**config.mk**
```make
export PLATFORM = sky130hd
export DESIGN_NAME = alt_ddrx_ecc_scrub_ctrl
export DESIGN_NICKNAME = d
export VERILOG_FILES = /design/src/rtl/alt_ddrx_ecc_pkg.sv /design/src/rtl/alt_ddrx_sat_counter.sv /design/src/rtl/alt_ddrx_ecc_scrub_ctrl.sv
export SDC_FILE = /design/constraint.sdc
export NUM_CORES = 1
export LEC_CHECK = 0
export ABC_AREA = 1
export CORE_ASPECT_RATIO = 0.7
export CORE_UTILIZATION = 49
export DETAILED_ROUTE_END_ITERATION = 10
export PLACE_DENSITY = 0.85
export SYNTH_ARGS = -nofsm -noshare
export SYNTH_HDL_FRONTEND = slang
export SYNTH_HIERARCHICAL = 1
export SYNTH_SLANG_ARGS = --single-unit
export TNS_END_PERCENT = 1
```
**constraint.sdc**
```tcl
create_clock -name ctl_clk -period 5.2 [get_ports ctl_clk]
set_input_delay 1.56 -clock ctl_clk [delete_from_list [all_inputs] [get_ports ctl_clk]]
set_output_delay 1.56 -clock ctl_clk [all_outputs]
set_load 0.03 [all_outputs]
```
**src/rtl/alt_ddrx_ecc_pkg.sv**
```systemverilog
// Shared types and helpers for the DDRX ECC scrub controller.
// Holds the scrub FSM encoding and the saturating increment used by the statistics counters.
package alt_ddrx_ecc_pkg;

  typedef enum logic {
    S_IDLE = 1'b0,
    S_REQ  = 1'b1
  } scrub_state_t;

  // Saturating increment on a value of the given width (at most 32 bits).
  function automatic logic [31:0] sat_inc(input logic [31:0] value, input int unsigned width);
    logic [31:0] max_val;
    max_val = (width >= 32) ? 32'hFFFF_FFFF : ((32'd1 << width) - 32'd1);
    return (value == max_val) ? value : value + 32'd1;
  endfunction

endpackage

```
**src/rtl/alt_ddrx_sat_counter.sv**
```systemverilog
// Saturating event counter with a synchronous clear.
// A clear coinciding with an increment leaves the count at 1.
module alt_ddrx_sat_counter
  import alt_ddrx_ecc_pkg::*;
#(
  parameter int CNT_WIDTH = 8
) (
  input  logic                 clk,
  input  logic                 rst_n,
  input  logic                 clr,
  input  logic                 inc,
  output logic [CNT_WIDTH-1:0] count
);

  always_ff @(posedge clk or negedge rst_n) begin
    if (!rst_n) begin
      count <= '0;
    end else if (clr) begin
      count <= inc ? CNT_WIDTH'(1) : '0;
    end else if (inc) begin
      count <= CNT_WIDTH'(sat_inc(32'(count), CNT_WIDTH));
    end
  end

endmodule

```
**src/rtl/alt_ddrx_ecc_scrub_ctrl.sv**
```systemverilog
// ECC error handler for the DDRX read path: aligns decoder status with the beat address,
// keeps statistics and a sticky interrupt, and schedules write-back of corrected words.
module alt_ddrx_ecc_scrub_ctrl
  import alt_ddrx_ecc_pkg::*;
#(
  parameter int LOCAL_ADDR_WIDTH = 24,
  parameter int DATA_WIDTH       = 64,
  parameter int CNT_WIDTH        = 8
) (
  input  logic                        ctl_clk,
  input  logic                        ctl_reset_n,
  input  logic                        cfg_enable_ecc,
  input  logic                        cfg_enable_auto_corr,
  input  logic                        cfg_clr_intr,
  input  logic                        cfg_clr_cnt,
  input  logic                        rdata_valid,
  input  logic [LOCAL_ADDR_WIDTH-1:0] rdata_addr,
  input  logic                        dec_err_corrected,
  input  logic                        dec_err_detected,
  input  logic                        dec_err_fatal,
  input  logic [DATA_WIDTH-1:0]       dec_data,
  output logic                        scrub_req,
  output logic [LOCAL_ADDR_WIDTH-1:0] scrub_addr,
  output logic [DATA_WIDTH-1:0]       scrub_data,
  input  logic                        scrub_ack,
  output logic                        ecc_interrupt,
  output logic [LOCAL_ADDR_WIDTH-1:0] err_addr,
  output logic                        err_addr_fatal,
  output logic [CNT_WIDTH-1:0]        corr_err_count,
  output logic [CNT_WIDTH-1:0]        fatal_err_count,
  output logic [CNT_WIDTH-1:0]        scrub_drop_count
);

  logic                        v1;
  logic [LOCAL_ADDR_WIDTH-1:0] addr1;
  logic                        captured;
  scrub_state_t                state;

  logic qual, ev_c, ev_f, ev_d, scrub_load, drop_inc;

  // Delay the beat by one cycle so it lines up with the decoder status.
  always_ff @(posedge ctl_clk or negedge ctl_reset_n) begin
    if (!ctl_reset_n) begin
      v1    <= 1'b0;
      addr1 <= '0;
    end else begin
      v1    <= rdata_valid;
      addr1 <= rdata_addr;
    end
  end

  // Fatal takes precedence if the decoder ever flags both.
  assign qual       = v1 & cfg_enable_ecc;
  assign ev_f       = qual & dec_err_fatal;
  assign ev_c       = qual & dec_err_corrected & ~dec_err_fatal;
  assign ev_d       = qual & dec_err_detected;
  assign scrub_load = ev_c & cfg_enable_auto_corr;
  assign drop_inc   = (state == S_REQ) & ~scrub_ack & scrub_load;

  always_ff @(posedge ctl_clk or negedge ctl_reset_n) begin
    if (!ctl_reset_n) begin
      ecc_interrupt <= 1'b0;
    end else if (ev_d) begin
      ecc_interrupt <= 1'b1;
    end else if (cfg_clr_intr) begin
      ecc_interrupt <= 1'b0;
    end
  end

  // A clear in the same cycle as an event re-arms first, so the event is still captured.
  always_ff @(posedge ctl_clk or negedge ctl_reset_n) begin
    if (!ctl_reset_n) begin
      err_addr       <= '0;
      err_addr_fatal <= 1'b0;
      captured       <= 1'b0;
    end else if (ev_f && (cfg_clr_intr || !err_addr_fatal)) begin
      err_addr       <= addr1;
      err_addr_fatal <= 1'b1;
      captured       <= 1'b1;
    end else if (ev_c && (cfg_clr_intr || !captured)) begin
      err_addr       <= addr1;
      err_addr_fatal <= 1'b0;
      captured       <= 1'b1;
    end else if (cfg_clr_intr) begin
      err_addr       <= '0;
      err_addr_fatal <= 1'b0;
      captured       <= 1'b0;
    end
  end

  // Once raised, a request is held until acknowledged regardless of the enables.
  always_ff @(posedge ctl_clk or negedge ctl_reset_n) begin
    if (!ctl_reset_n) begin
      state      <= S_IDLE;
      scrub_req  <= 1'b0;
      scrub_addr <= '0;
      scrub_data <= '0;
    end else begin
      case (state)
        S_IDLE: begin
          if (scrub_load) begin
            scrub_addr <= addr1;
            scrub_data <= dec_data;
            scrub_req  <= 1'b1;
            state      <= S_REQ;
          end
        end
        S_REQ: begin
          if (scrub_ack) begin
            if (scrub_load) begin
              scrub_addr <= addr1;
              scrub_data <= dec_data;
            end else begin
              scrub_req <= 1'b0;
              state     <= S_IDLE;
            end
          end
        end
        default: begin
          scrub_req <= 1'b0;
          state     <= S_IDLE;
        end
      endcase
    end
  end

  alt_ddrx_sat_counter #(.CNT_WIDTH(CNT_WIDTH)) u_corr_cnt (
    .clk   (ctl_clk),
    .rst_n (ctl_reset_n),
    .clr   (cfg_clr_cnt),
    .inc   (ev_c),
    .count (corr_err_count)
  );

  alt_ddrx_sat_counter #(.CNT_WIDTH(CNT_WIDTH)) u_fatal_cnt (
    .clk   (ctl_clk),
    .rst_n (ctl_reset_n),
    .clr   (cfg_clr_cnt),
    .inc   (ev_f),
    .count (fatal_err_count)
  );

  alt_ddrx_sat_counter #(.CNT_WIDTH(CNT_WIDTH)) u_drop_cnt (
    .clk   (ctl_clk),
    .rst_n (ctl_reset_n),
    .clr   (cfg_clr_cnt),
    .inc   (drop_inc),
    .count (scrub_drop_count)
  );

endmodule

```
==> flow_summary_export.csv, run 1 <==
group,metric,value,unit
outcome,status,"finished, final reports clean",
routing,routed_wl,19400,um
critical_path,end_kind,"register",
routing,drc,0,
yosys,synth_edf_count,0,
yosys,ys.flop_type,"dfrtp_1",
clocking,clk_path_buf_depth,2,
yosys,synth-seq-cells,166,
yosys,ys_seq_area_frac,0.594,
clocking,path_clk_slew,0.07,ns
worst_hold_path,min_from,"scrub_addr[6]",
global_routing,track_usage,0.274,
timing,tightest_slew,0.986,ns
timing,period_share,0.685,
final_layout,final_nets,1084,
timing,drv_slew,0,
routing,drt_iter0_markers,527,
global_routing,grt_pass1_vias,5928,
floorplan,initial_core_util,0.502,
final_layout,final_cell_mix,"301 x nand2_1, 235 x clkdlybuf4s50_1, 166 x dfrtp_1",
placed_design,dpl_worst_slack,1.21,ns
yosys,syn_nets,867,
run,drv_cap,0,
final_layout,num-fill-cells,1027,
placed_design,hpwl,12800,um
yosys,avgSynthCellArea,9.14,um^2
clocking,h-tree-depth,4,
yosys,synth_area_leaders,"dfrtp_1 59%, nand2_1 16%, nand4_1 10%, nand3_1 1.6%, clkbuf_1 1.6%",
power_and_ir_drop,p_leak,4.81,nW
yosys,synth_top_area_frac,0.594,
clocking,cts_hold_buf,0,
final_layout,diodes,0,
floorplan,rows,36,
clocking,cts_inserted_buffers,17,
yosys,synth.distinct_cells,25,
routing,wl_per_cell,16.4,um
power_and_ir_drop,peakVddDrop,241,uV
timing,period_needed,3.56,ns
clocking,ctsResizeCount,0,
yosys,netlist_area,6990,um^2
critical_path,crit_start,"cfg_enable_ecc",
timing,final.setup_skew,0.0128,ns
clocking,cts.sink_count,166,
floorplan,core,13900,um^2
critical_path,worst_ep_required_time,5.50,ns
worst_hold_path,min_path_cells,2,
final_layout,fin_util,0.720,
critical_path,cp_data_arrival_time,3.87,ns
placed_design,port_buffers,237,
floorplan,die_h,102,um
placed_design,place.gp.congestion,0.923,
timing,clock.fmax,281,MHz
floorplan,die_area,14800,um^2
critical_path,worstSetupStartpointType,"input port",
floorplan,ios,238,
routing,num_vias,6281,
yosys,postSynthCellCount,765,
yosys,async_flop_share,1.00,
critical_path,crit_type,"in -> reg",
final_layout,drive_gt1_frac,0.0704,
timing,setup_tns,0,ns
final_layout,areaGrowthSynthToFinish,43.4,%
global_routing,grt_max_degree,92,
global_routing,antenna_found_initial,0,
yosys,yosys.area.top_type,"dfrtp_1",
critical_path,crit_fanout,91,
timing,slew_headroom,0.342,
timing,fin_ws,1.64,ns
routing,drt_first_pass_iters,5,
worst_hold_path,hold_class,"reg -> reg",
timing,hold_viol,0,
yosys,yosys_warnings,6,
floorplan,die_w,145,um
clocking,tritoncts,"done",
clocking,clock_latency,0.42,ns
global_routing,grt_pass1_wl,30800,um
timing,rsz0062_at_grt,"false",
clocking,root_buffer,"clkbuf_16",
critical_path,reg2reg_from,"v1",
routing,viasPerCell,5.30,
timing,setup_viol_count_final,0,
final_layout,final_common_cell,"nand2_1",
global_routing,overflow,0,
power_and_ir_drop,power_density,372,nW/um^2
clocking,post_cts_buffers,0,
critical_path,worst-r2r-cell-count,8,
routing,ant_nets,0,
logic make-up after synthesis:
family,synth area share
XOR/XNOR,0.00376
buffers and inverters,0.0496
AND/OR/NAND/NOR,0.325
flip-flops,0.594
adder cells (fa/ha/maj),0.00537
AO/OA/AOI/OAI,0.0217
per-stage QoR:
stage / total power, mW / instance area [um^2] / std cells / hold slack, ns
floorplan: 2.08 / 6990 / 765 / 0.450
finish: 3.73 / 10000 / 1185 / 0.472
CTS: 3.75 / 10000 / 1185 / 0.473
global placement: 2.58 / 9480 / 1153 / 0.453
detailed placement: 2.60 / 9480 / 1153 / 0.458
global route: 3.89 / 10000 / 1185 / 0.491
area by class of cell:
type	instances	area [um^2]	area share
Tap cell	190	238	0.0237
Sequential cell	166	4150	0.415
Clock buffer	20	447	0.0446
Clock inverter	12	97.6	0.00974
Inverter	36	150	0.0150
Timing Repair Buffer	244	2440	0.243
Multi-Input combinational cell	517	2500	0.249
critical path: stages:
cell and delay, ns:
clkdlybuf4s50_1 0.45, nand2_1 0.11, nor3_4 0.20, buf_4 0.80
inv_1 0.21, nor3_1 0.29, nand3_1 0.10, nand2_1 0.07
nor2_1 0.05
registers in the layout, indices dropped and copies added, names as in the netlist, 8 cells and up:
| signal | count |
|---|---|
| addr1 | 24 |
| err_addr | 24 |
| scrub_addr | 24 |
| scrub_data | 64 |
| u_corr_cnt/count | 8 |
| u_drop_cnt/count | 8 |
| u_fatal_cnt/count | 8 |
path summary, 6_finish.rpt:
check                                       to  slack [ns]
hold / removal                   scrub_addr[6]        0.47
setup reg to reg           u_corr_cnt/count[5]        2.92
max in group asynchronous         err_addr[23]        3.11
min in group asynchronous       scrub_addr[13]        1.17
setup / recovery           u_corr_cnt/count[5]        1.64
hold reg to reg                  scrub_addr[6]        0.47
synth_stat cells (4+ instances only):
cell type,number
nand2_4,9
nand2_2,6
o21ai_1,6
dfrtp_1,166
a21oi_1,18
clkbuf_1,29
nand3_1,22
nand4_1,112
nand2_1,301
buf_2,10
inv_2,4
nor2_1,21
buf_1,4
inv_1,29
nor2_4,6
routing by layer:
metal,routed length [um],track usage,up-vias
met3,1710,0.0843,34
met5,0,0,-
met1,8340,0.380,2996
met4,397,0.0947,0
met2,8930,0.410,284
li1,-,-,2967
report_power, final:
group	internal, mW	switching, mW	leakage [nW]
logic	0.410	0.593	2.42
registers	1.47	0.103	2.13
clock network	0.630	0.522	0.257
total	2.51	1.22	4.81
Power figures use the tool's default switching activity.
==> run 2, diff against run 1 <==
--- a/config.mk
+++ b/config.mk
@@ -7,9 +7,9 @@
 export LEC_CHECK = 0
 export ABC_AREA = 1
 export CORE_ASPECT_RATIO = 0.7
-export CORE_UTILIZATION = 49
+export CORE_UTILIZATION = 41
 export DETAILED_ROUTE_END_ITERATION = 10
-export PLACE_DENSITY = 0.85
+export PLACE_DENSITY = 0.76
 export SYNTH_ARGS = -nofsm -noshare
 export SYNTH_HDL_FRONTEND = slang
 export SYNTH_HIERARCHICAL = 1
==> constraint.sdc (replaced) <==
create_clock -name ctl_clk -period 2.9 [get_ports ctl_clk]
set_input_delay 0.87 -clock ctl_clk [delete_from_list [all_inputs] [get_ports ctl_clk]]
set_output_delay 0.87 -clock ctl_clk [all_outputs]
set_load 0.03 [all_outputs]
==> run 2 against run 1 <==
  * Clock power grew 97%
  * Global-route usage shrank 3.7 points
  * Flip-flop and latch count is the same
  * Critical path type is now reg -> out
  * Critical endpoint is now scrub_drop_count[5]
  * Largest cell class unchanged
  * Largest power group unchanged
==> flow_summary_export.csv, run 2 (synthesis gave the netlist of run 1 again) <==
group,metric,value,unit
routing,routed_wl,19900,um
clocking,cts.sink_count,166,
critical_path,cp_data_arrival_time,1.62,ns
clocking,tritoncts,"done",
final_layout,largest_reg_flops,64,
clocking,h-tree-depth,4,
critical_path,reg2reg_from,"v1",
floorplan,initial_core_util,0.424,
clocking,ctsResizeCount,0,
routing,drc,0,
floorplan,ios,238,
final_layout,areaGrowthSynthToFinish,46.7,%
timing,clock.fmax,401,MHz
clocking,post_cts_buffers,0,
clocking,clk_path_buf_depth,2,
final_layout,final_cell_mix,"301 x nand2_1, 235 x clkdlybuf4s50_1, 166 x dfrtp_1",
routing,viasPerCell,5.10,
critical_path,crit_type,"reg -> out",
timing,tightest_slew,0.516,ns
power_and_ir_drop,p_leak,4.91,nW
floorplan,die_h,111,um
clocking,clock_latency,0.41,ns
global_routing,overflow,0,
final_layout,drive_gt1_frac,0.0814,
outcome,status,"finished, final reports clean",
critical_path,path_buf_inv,1,
final_layout,multi_input_area,2500,um^2
critical_path,worstSetupStartpointType,"register",
critical_path,crit_cells,1,
timing,drv_slew,0,
timing,period_needed,2.49,ns
worst_hold_path,hold_class,"in -> async",
placed_design,port_buffers,237,
critical_path,worst-r2r-cell-count,5,
placed_design,hpwl,13500,um
run,drv_cap,0,
critical_path,end_kind,"output port",
timing,setup_viol_count_final,0,
global_routing,grt_pass1_vias,6007,
critical_path,crit_slowest_cell,"clkdlybuf4s50_1",
critical_path,crit_start,"u_drop_cnt/count[5]",
final_layout,regMostFlops,"scrub_data",
timing,hold_viol,0,
final_layout,final_common_cell,"nand2_1",
critical_path,worst_ep_required_time,2.03,ns
clocking,path_clk_slew,0.06,ns
routing,num_vias,6289,
floorplan,rows,39,
routing,drt_first_pass_iters,5,
power_and_ir_drop,p_total,6.90,mW
final_layout,num-fill-cells,1442,
timing,slew_headroom,0.656,
critical_path,cpPeakStageDelay,0.72,ns
floorplan,die_w,158,um
timing,period_share,0.859,
critical_path,crit_chain,"clkdlybuf4s50_1",
timing,final.setup_skew,0.00863,ns
floorplan,die_area,17600,um^2
clocking,root_buffer,"clkbuf_16",
floorplan,core,16500,um^2
routing,drt_iter0_markers,414,
timing,rsz0062_at_grt,"false",
final_layout,diodes,0,
global_routing,track_usage,0.237,
routing,ant_nets,0,
power_and_ir_drop,peakVddDrop,348,uV
critical_path,critPathTopFamily,"buffers and inverters",
global_routing,grt_max_degree,95,
routing,wl_per_cell,16.2,um
power_and_ir_drop,power_density,673,nW/um^2
final_layout,final_nets,1096,
placed_design,place.gp.congestion,0.901,
global_routing,grt_pass1_wl,32100,um
global_routing,antenna_found_initial,0,
timing,setup_tns,0,ns
final_layout,register_area,4150,um^2
clocking,cts_inserted_buffers,17,
clocking,cts_hold_buf,0,
critical_path,crit_fanout,6,
[run 2: changes by cell type in the layout (fill, tap and decap cells not counted), sizes merged]
| cell | delta |
|---|---|
| buf | +12 |
| bufinv | +2 |
| clkbuf | +2 |
| clkinv | -3 |
| clkinvlp | -1 |
[run 2: layout make-up]
| cell class | instances | share of cell area |
|---|---|---|
| clock buffer | 22 | 0.0462 |
| clock inverter | 10 | 0.0117 |
| inverter | 36 | 0.0146 |
| multi-input combinational | 517 | 0.244 |
| sequential | 166 | 0.405 |
| tap | 225 | 0.0275 |
| timing repair buffer | 256 | 0.251 |
[run 2: through the flow]
| stage | area (um^2) | instances | hold slack (ns) | setup WS [ns] | util |
|---|---|---|---|---|---|
| 2_1_floorplan | 6990 | 765 | 0.450 | 0.453 | - |
| 3_3_place_gp | 9660 | 1200 | 0.453 | 0.276 | 0.586 |
| 3_5_place_dp | 9660 | 1200 | 0.458 | 0.269 | 0.586 |
| 4_1_cts | 10300 | 1232 | 0.470 | 0.393 | 0.622 |
| 5_1_grt | 10300 | 1232 | 0.463 | 0.358 | 0.622 |
| 6_report | 10300 | 1232 | 0.443 | 0.408 | 0.622 |
[run 2: final timing paths]
kind | endpoint | slack [ns]
max | scrub_drop_count[5] | 0.41
min | err_addr[12] | 0.44
max reg2reg | scrub_data[28] | 1.26
min reg2reg | scrub_data[5] | 0.47
max in group asynchronous | scrub_addr[23] | 2.01
min in group ctl_clk | scrub_data[5] | 0.47
[run 2: layer usage]
metal,track usage,wire length (um)
met5,0,0
met1,0.332,8850
met3,0.0868,1970
met4,0.0603,220
met2,0.344,8890
[run 2: power breakdown]
| group | leakage (nW) | switching [mW] | internal (mW) |
|---|---|---|---|
| Combinational | 2.50 | 1.07 | 0.749 |
| Clock | 0.287 | 0.919 | 1.34 |
| Sequential | 2.13 | 0.186 | 2.63 |
